[config.mk]
export PLATFORM = sky130hd
export DESIGN_NAME = hazard_ctrl
export DESIGN_NICKNAME = d
export VERILOG_FILES = /design/src/rtl/hazard_ctrl.sv
export SDC_FILE = /design/constraint.sdc
export NUM_CORES = 1
export LEC_CHECK = 0
export CORE_ASPECT_RATIO = 0.6
export CORE_MARGIN = 2
export CORE_UTILIZATION = 38
export DETAILED_ROUTE_END_ITERATION = 6
export GPL_TIMING_DRIVEN = 0
export PLACE_DENSITY = 0.91
export RECOVER_POWER = 25
export SETUP_SLACK_MARGIN = 0.2
export SLEW_MARGIN = 5
export SYNTH_ARGS = -nofsm -noshare
export SYNTH_HDL_FRONTEND = slang
export SYNTH_SLANG_ARGS = --single-unit
[constraint.sdc]
create_clock -name clk_i -period 2.5 [get_ports clk_i]
set_input_delay 0.625 -clock clk_i [delete_from_list [all_inputs] [get_ports clk_i]]
set_output_delay 0.625 -clock clk_i [all_outputs]
set_load 0.02 [all_outputs]
[src/rtl/hazard_ctrl.sv]
// hazard_ctrl: pipeline hazard and data-memory wait controller for the
// five-stage RV32I core.
//
// Ports:
//   clk_i, rst_ni              clock, asynchronous active-low reset
//   Rs1D_i, Rs2D_i             source registers in Decode
//   Rs1E_i, Rs2E_i             source registers in Execute
//   RdE_i, RdM_i, RdW_i        destination registers in Execute/Memory/Writeback
//   ResultSrcE_i               Execute result select (2'b01 = load)
//   RegWriteM_i, RegWriteW_i   register write enables in Memory/Writeback
//   PCSrcE_i                   taken branch/jump resolved in Execute
//   MemAccessM_i               Memory-stage instruction is a load or store
//   DMemReady_i                data memory completes the access this cycle
//   DMemReq_o                  data memory request strobe
//   StallF_o..StallM_o         hold the fetch/decode/execute/memory registers
//   FlushD_o, FlushE_o,
//   FlushW_o                   clear decode/execute/writeback registers
//   ForwardAE_o, ForwardBE_o   operand select: 00 regfile, 01 W, 10 M ALU
//   MemTimeout_o               sticky memory timeout flag (registered)
module hazard_ctrl #(
  parameter int unsigned REGISTER_ADDRESS_WIDTH = 5,
  parameter int unsigned TIMEOUT_CYCLES         = 255,
  parameter int unsigned CNT_WIDTH              = 8
) (
  input  logic                              clk_i,
  input  logic                              rst_ni,
  input  logic [REGISTER_ADDRESS_WIDTH-1:0] Rs1D_i,
  input  logic [REGISTER_ADDRESS_WIDTH-1:0] Rs2D_i,
  input  logic [REGISTER_ADDRESS_WIDTH-1:0] Rs1E_i,
  input  logic [REGISTER_ADDRESS_WIDTH-1:0] Rs2E_i,
  input  logic [REGISTER_ADDRESS_WIDTH-1:0] RdE_i,
  input  logic [REGISTER_ADDRESS_WIDTH-1:0] RdM_i,
  input  logic [REGISTER_ADDRESS_WIDTH-1:0] RdW_i,
  input  logic [1:0]                        ResultSrcE_i,
  input  logic                              RegWriteM_i,
  input  logic                              RegWriteW_i,
  input  logic                              PCSrcE_i,
  input  logic                              MemAccessM_i,
  input  logic                              DMemReady_i,
  output logic                              DMemReq_o,
  output logic                              StallF_o,
  output logic                              StallD_o,
  output logic                              StallE_o,
  output logic                              StallM_o,
  output logic                              FlushD_o,
  output logic                              FlushE_o,
  output logic                              FlushW_o,
  output logic [1:0]                        ForwardAE_o,
  output logic [1:0]                        ForwardBE_o,
  output logic                              MemTimeout_o
);

  typedef enum logic [1:0] {
    ST_IDLE = 2'b00,
    ST_WAIT = 2'b01,
    ST_ERR  = 2'b10
  } mem_state_t;

  localparam logic [CNT_WIDTH-1:0] CNT_LIMIT = CNT_WIDTH'(TIMEOUT_CYCLES);
  localparam logic [CNT_WIDTH-1:0] CNT_ONE   = CNT_WIDTH'(1);

  mem_state_t           state_q, state_d;
  logic [CNT_WIDTH-1:0] cnt_q, cnt_d;
  logic                 mem_timeout_q;
  logic                 mem_stall;
  logic                 lw_stall;

  // Memory wait FSM: counts stalled WAIT cycles and parks in ERR on timeout.
  always_comb begin
    state_d   = state_q;
    cnt_d     = cnt_q;
    mem_stall = 1'b0;
    DMemReq_o = 1'b0;
    unique case (state_q)
      ST_IDLE: begin
        DMemReq_o = MemAccessM_i;
        if (MemAccessM_i && !DMemReady_i) begin
          mem_stall = 1'b1;
          state_d   = ST_WAIT;
          cnt_d     = CNT_ONE;
        end
      end
      ST_WAIT: begin
        DMemReq_o = 1'b1;
        // A ready seen on the limit cycle still counts as completion.
        if (DMemReady_i) begin
          state_d = ST_IDLE;
          cnt_d   = '0;
        end else begin
          mem_stall = 1'b1;
          if (cnt_q == CNT_LIMIT) begin
            state_d = ST_ERR;
          end else begin
            cnt_d = cnt_q + CNT_ONE;
          end
        end
      end
      ST_ERR: begin
        mem_stall = 1'b1;
      end
      default: begin
        state_d = ST_IDLE;
        cnt_d   = '0;
      end
    endcase
  end

  always_ff @(posedge clk_i or negedge rst_ni) begin
    if (!rst_ni) begin
      state_q       <= ST_IDLE;
      cnt_q         <= '0;
      mem_timeout_q <= 1'b0;
    end else begin
      state_q       <= state_d;
      cnt_q         <= cnt_d;
      mem_timeout_q <= (state_d == ST_ERR);
    end
  end

  assign MemTimeout_o = mem_timeout_q;

  // Load-use hazard: the load in Execute writes a register Decode reads.
  assign lw_stall = (ResultSrcE_i == 2'b01) && (RdE_i != '0) &&
                    ((RdE_i == Rs1D_i) || (RdE_i == Rs2D_i));

  // While frozen on memory, flushes are held off so a pending branch in
  // Execute takes effect on the release cycle instead of being lost.
  always_comb begin
    StallF_o = 1'b0;
    StallD_o = 1'b0;
    StallE_o = 1'b0;
    StallM_o = 1'b0;
    FlushD_o = 1'b0;
    FlushE_o = 1'b0;
    FlushW_o = 1'b0;
    if (mem_stall) begin
      StallF_o = 1'b1;
      StallD_o = 1'b1;
      StallE_o = 1'b1;
      StallM_o = 1'b1;
      FlushW_o = 1'b1;
    end else if (PCSrcE_i) begin
      FlushD_o = 1'b1;
      FlushE_o = 1'b1;
    end else if (lw_stall) begin
      StallF_o = 1'b1;
      StallD_o = 1'b1;
      FlushE_o = 1'b1;
    end
  end

  function automatic logic [1:0] fwd_sel(
    input logic [REGISTER_ADDRESS_WIDTH-1:0] rs,
    input logic [REGISTER_ADDRESS_WIDTH-1:0] rd_m,
    input logic [REGISTER_ADDRESS_WIDTH-1:0] rd_w,
    input logic                              we_m,
    input logic                              we_w
  );
    logic [1:0] sel;
    sel = 2'b00;
    if (we_m && (rd_m != '0) && (rd_m == rs)) begin
      sel = 2'b10;
    end else if (we_w && (rd_w != '0) && (rd_w == rs)) begin
      sel = 2'b01;
    end
    return sel;
  endfunction

  assign ForwardAE_o = fwd_sel(Rs1E_i, RdM_i, RdW_i, RegWriteM_i, RegWriteW_i);
  assign ForwardBE_o = fwd_sel(Rs2E_i, RdM_i, RdW_i, RegWriteM_i, RegWriteW_i);

endmodule
==> results.yml <==
synthesis:
  synthFlopType: "dfrtp_1"
  syn-num-nets: 165
  synth_edf_count: 0
  syn-cell-area_um2: 1030
  syn_avg_cell_area_um2: 8.60
  netlist-cell-type-count: 39
  post_synth_inst_count: 120
  ys_async_sr_fraction: 1.00
  synth.ff_latch_count: 11
  yosysSeqAreaShare: 0.267
  yosys_warnings: 0
grt:
  number_of_antenna_violations_at_the_first_check_in_global_routing: 0
  grt_pass1_vias: 1090
  grt_max_degree: 12
  grt_first_pass_wirelength_mm: 5.14
  overflow: 0
  global_route_usage_sum: 0.217
power:
  power.density_cell_area_nw_per_um2: 339
  comb_power_share: 0.400
  p_int_uw: 425
  leakage_dissipation_uw: 0.000822
  net-switching-power_uw: 201
  total_power_uw: 626
  p_clk_frac: 0.288
  p_seq_frac: 0.312
  power.share.switching: 0.321
  vdd_ir_drop_max_mv: 0.183
timing:
  fmaxAchievable_ghz: 0.392
  timing_hold_violations_final: 0
  clock-skew-final_ns: 0.00375
  slew_worst_pin_ns: 0.492
  max-slew-margin-rel: 0.671
  final_critical_path_setup_slack_ns: -0.0483
  timing.final.crit_share: 1.02
  finalSetupViolCount: 2
  timing_max_transition_violations_final: 0
  time_the_final_worst_path_needs_with_i_o_delays_and_setup_ns: 2.55
  rsz0062_at_grt: "yes"
hold_path:
  worst_hold_path_type: "flip-flop to flip-flop"
  timing.hold.worst_endpoint: "cnt_q[1]"
  worstHoldStart: "cnt_q[1]"
  worst_hold_path.num_cells: 1
run_status:
  failed_checks: "negative setup slack"
  status: "finished with violations"
detailed_routing:
  avgViaCountPerCell: 5.39
  num_vias: 1181
  wl_per_cell_um: 16.3
  final_antenna_net_count: 0
  detailedRoute.firstPassIterationCount: 4
  route.detailed.drc: 0
  drt_first_iter_violations: 125
  drt-total-wl_mm: 3.57
cells_and_area:
  final_common_cell: "xor2_1"
  layout-drive-gt1-share: 0.396
  finalInstanceArea_um2: 1850
  antenna_cells_inserted: 0
  syn_to_final_growth_pct: 78.9
  top_library_cells_by_usage_in_the_layout_fill_and_taps_aside: "23 x xor2_1, 12 x buf_4, 10 x dfrtp_1, 10 x buf_6"
  filler_cell_count: 173
  design.final.nets: 233
clocking:
  post_cts_hold_buffer_count: 0
  cts_tree: "yes"
  cts_num_sinks: 11
  worst_skew_pair.late_latency_ns: 0.24
  cts_root_buffer: "clkbuf_8"
  clock_path_buffers: 2
  clk_pin_slew_worst_paths_ns: 0.05
  h-tree-depth: 1
  cts-buffers-inserted: 3
worst_setup_path:
  r2r-end: "cnt_q[0]"
  crit_path_max_incr_delay_ns: 0.55
  worstSetupStartpointType: "input pin"
  crit_fanout: 3
  crit-reg2reg-launch: "cnt_q[0]"
  cp.required_ns: 1.88
  timing.critical_path.arrival_ns: 1.92
  setup_slack_reg_to_reg_ns: 0.56
  cp_cell_sequence: "buf_6 > or4_4 > o21ai_4 > or4_4 > nor4_4 > buf_4"
  worst_setup_path_end_kind: "primary output"
  reg2reg_depth: 6
  critical_path_class: "input pin to primary output"
  crit_path_frequent_cell: "or4_4"
  timing.critical_path.slowest_stage_cell: "or4_4"
floorplanning:
  num_io_pins: 57
  chipWidth_um: 71.3
  die_area_um2: 3160
  floorplan.rows: 14
  coreArea_um2: 2540
  floorplan.die.height_um: 44.4
  floorplan.initialDensity: 0.406
place:
  i_o_buffers: 56
  placed_cell_area_um2: 1670
  gpl.final_weighted_congestion: 0.827
  detailed_place_hpwl_mm: 2.74
  dp_worst_setup_slack_ns: -0.929
run:
  timing.max_cap.violations: 0
flip-flops by register name (all words and copies together) (netlist names):
register and flops:
MemTimeout_o 1, cnt_q 8, state_q 2
through the flow:
stage | hold WS, ns | std cells | util | TNS, ns
2_1_floorplan | 0.329 | 120 | - | 0
3_3_place_gp | 0.498 | 208 | 0.659 | -6.45
3_5_place_dp | 0.515 | 208 | 0.659 | -6.83
4_1_cts | 0.530 | 218 | 0.700 | -0.379
5_1_grt | 0.565 | 219 | 0.727 | -0.192
6_report | 0.523 | 219 | 0.727 | -0.0938
power by group through the flow:
| stage | clock (uW) | combinational [uW] | sequential, uW |
|---|---|---|---|
| 3_3_place_gp | 0 | 219 | 196 |
| 3_5_place_dp | 0 | 229 | 197 |
| 6_report | 180 | 250 | 195 |
| 5_1_grt | 192 | 267 | 196 |
| 4_1_cts | 181 | 230 | 195 |
| 2_1_floorplan | 0 | 102 | 194 |
worst max-delay path, delay by kind of cell:
| family | cells | cell delay (ns) |
|---|---|---|
| buffers and inverters | 2 | 0.26 |
| and+or+nand+nor | 3 | 0.98 |
| AOI/OAI and AO/OA | 1 | 0.05 |
synthesized netlist by cell type, drive strengths merged, types with 2 or more instances:
library cell / instances / share of area
nor3: 2 / 0.0097
a31oi: 3 / 0.018
xnor2: 6 / 0.051
o21ai: 13 / 0.067
nor2: 6 / 0.022
buf: 4 / 0.027
xor2: 24 / 0.20
a21oi: 8 / 0.039
a41oi: 2 / 0.017
nor4: 4 / 0.036
nand2b: 2 / 0.012
and2: 2 / 0.012
inv: 2 / 0.0073
nand2: 3 / 0.011
dfrtp: 11 / 0.27
nand3: 5 / 0.024
or4: 5 / 0.040
and3: 2 / 0.012
worst max path at each step:
| stage | startpoint | cells after the start | slack [ns] | endpoint |
|---|---|---|---|---|
| floorplan | RdW_i[1] | 3 | 0.16 | ForwardAE_o[0] |
| global placement | RdW_i[1] | 5 | -0.88 | ForwardAE_o[0] |
| detailed placement | RdW_i[1] | 5 | -0.93 | ForwardAE_o[0] |
| CTS | RdM_i[3] | 7 | -0.19 | ForwardAE_o[0] |
| global route | RdM_i[3] | 7 | -0.10 | ForwardBE_o[0] |
| finish | RdW_i[4] | 6 | -0.05 | ForwardBE_o[0] |
timing repair:
action / CTS / global route
setup endpoints to repair: 12 / 11
pin swaps: 27 / 23
buffers inserted: 6 / 1
gates resized for setup: 139 / 61
hold endpoints to repair: 0 / 0
final cells by class:
class | count | area (um2) | area share
inverter | 2 | 7.51 | 0.00407
buffer | 5 | 31.3 | 0.0169
multi-input combinational | 102 | 878 | 0.476
clock buffer | 4 | 45.0 | 0.0244
tap | 32 | 40.0 | 0.0217
sequential | 11 | 277 | 0.150
timing repair buffer | 63 | 568 | 0.308
metal layers:
metal  track usage  part of all wire  wire [um]
met5             0                 0          0
met4        0.0566            0.0098         35
met3        0.0478             0.052        186
met2         0.383              0.52       1850
met1         0.273              0.42       1500
cell families after synthesis:
family / after synthesis / share of synthesized area
AO/OA/AOI/OAI: 34 / 0.206
XOR/XNOR: 30 / 0.255
adder cells (fa/ha/maj): 1 / 0.0121
buffers and inverters: 7 / 0.0376
flip-flops: 11 / 0.267
multiplexers: 1 / 0.00970
AND/OR/NAND/NOR: 36 / 0.213
Note: power is estimated with default switching activity, not from simulation.
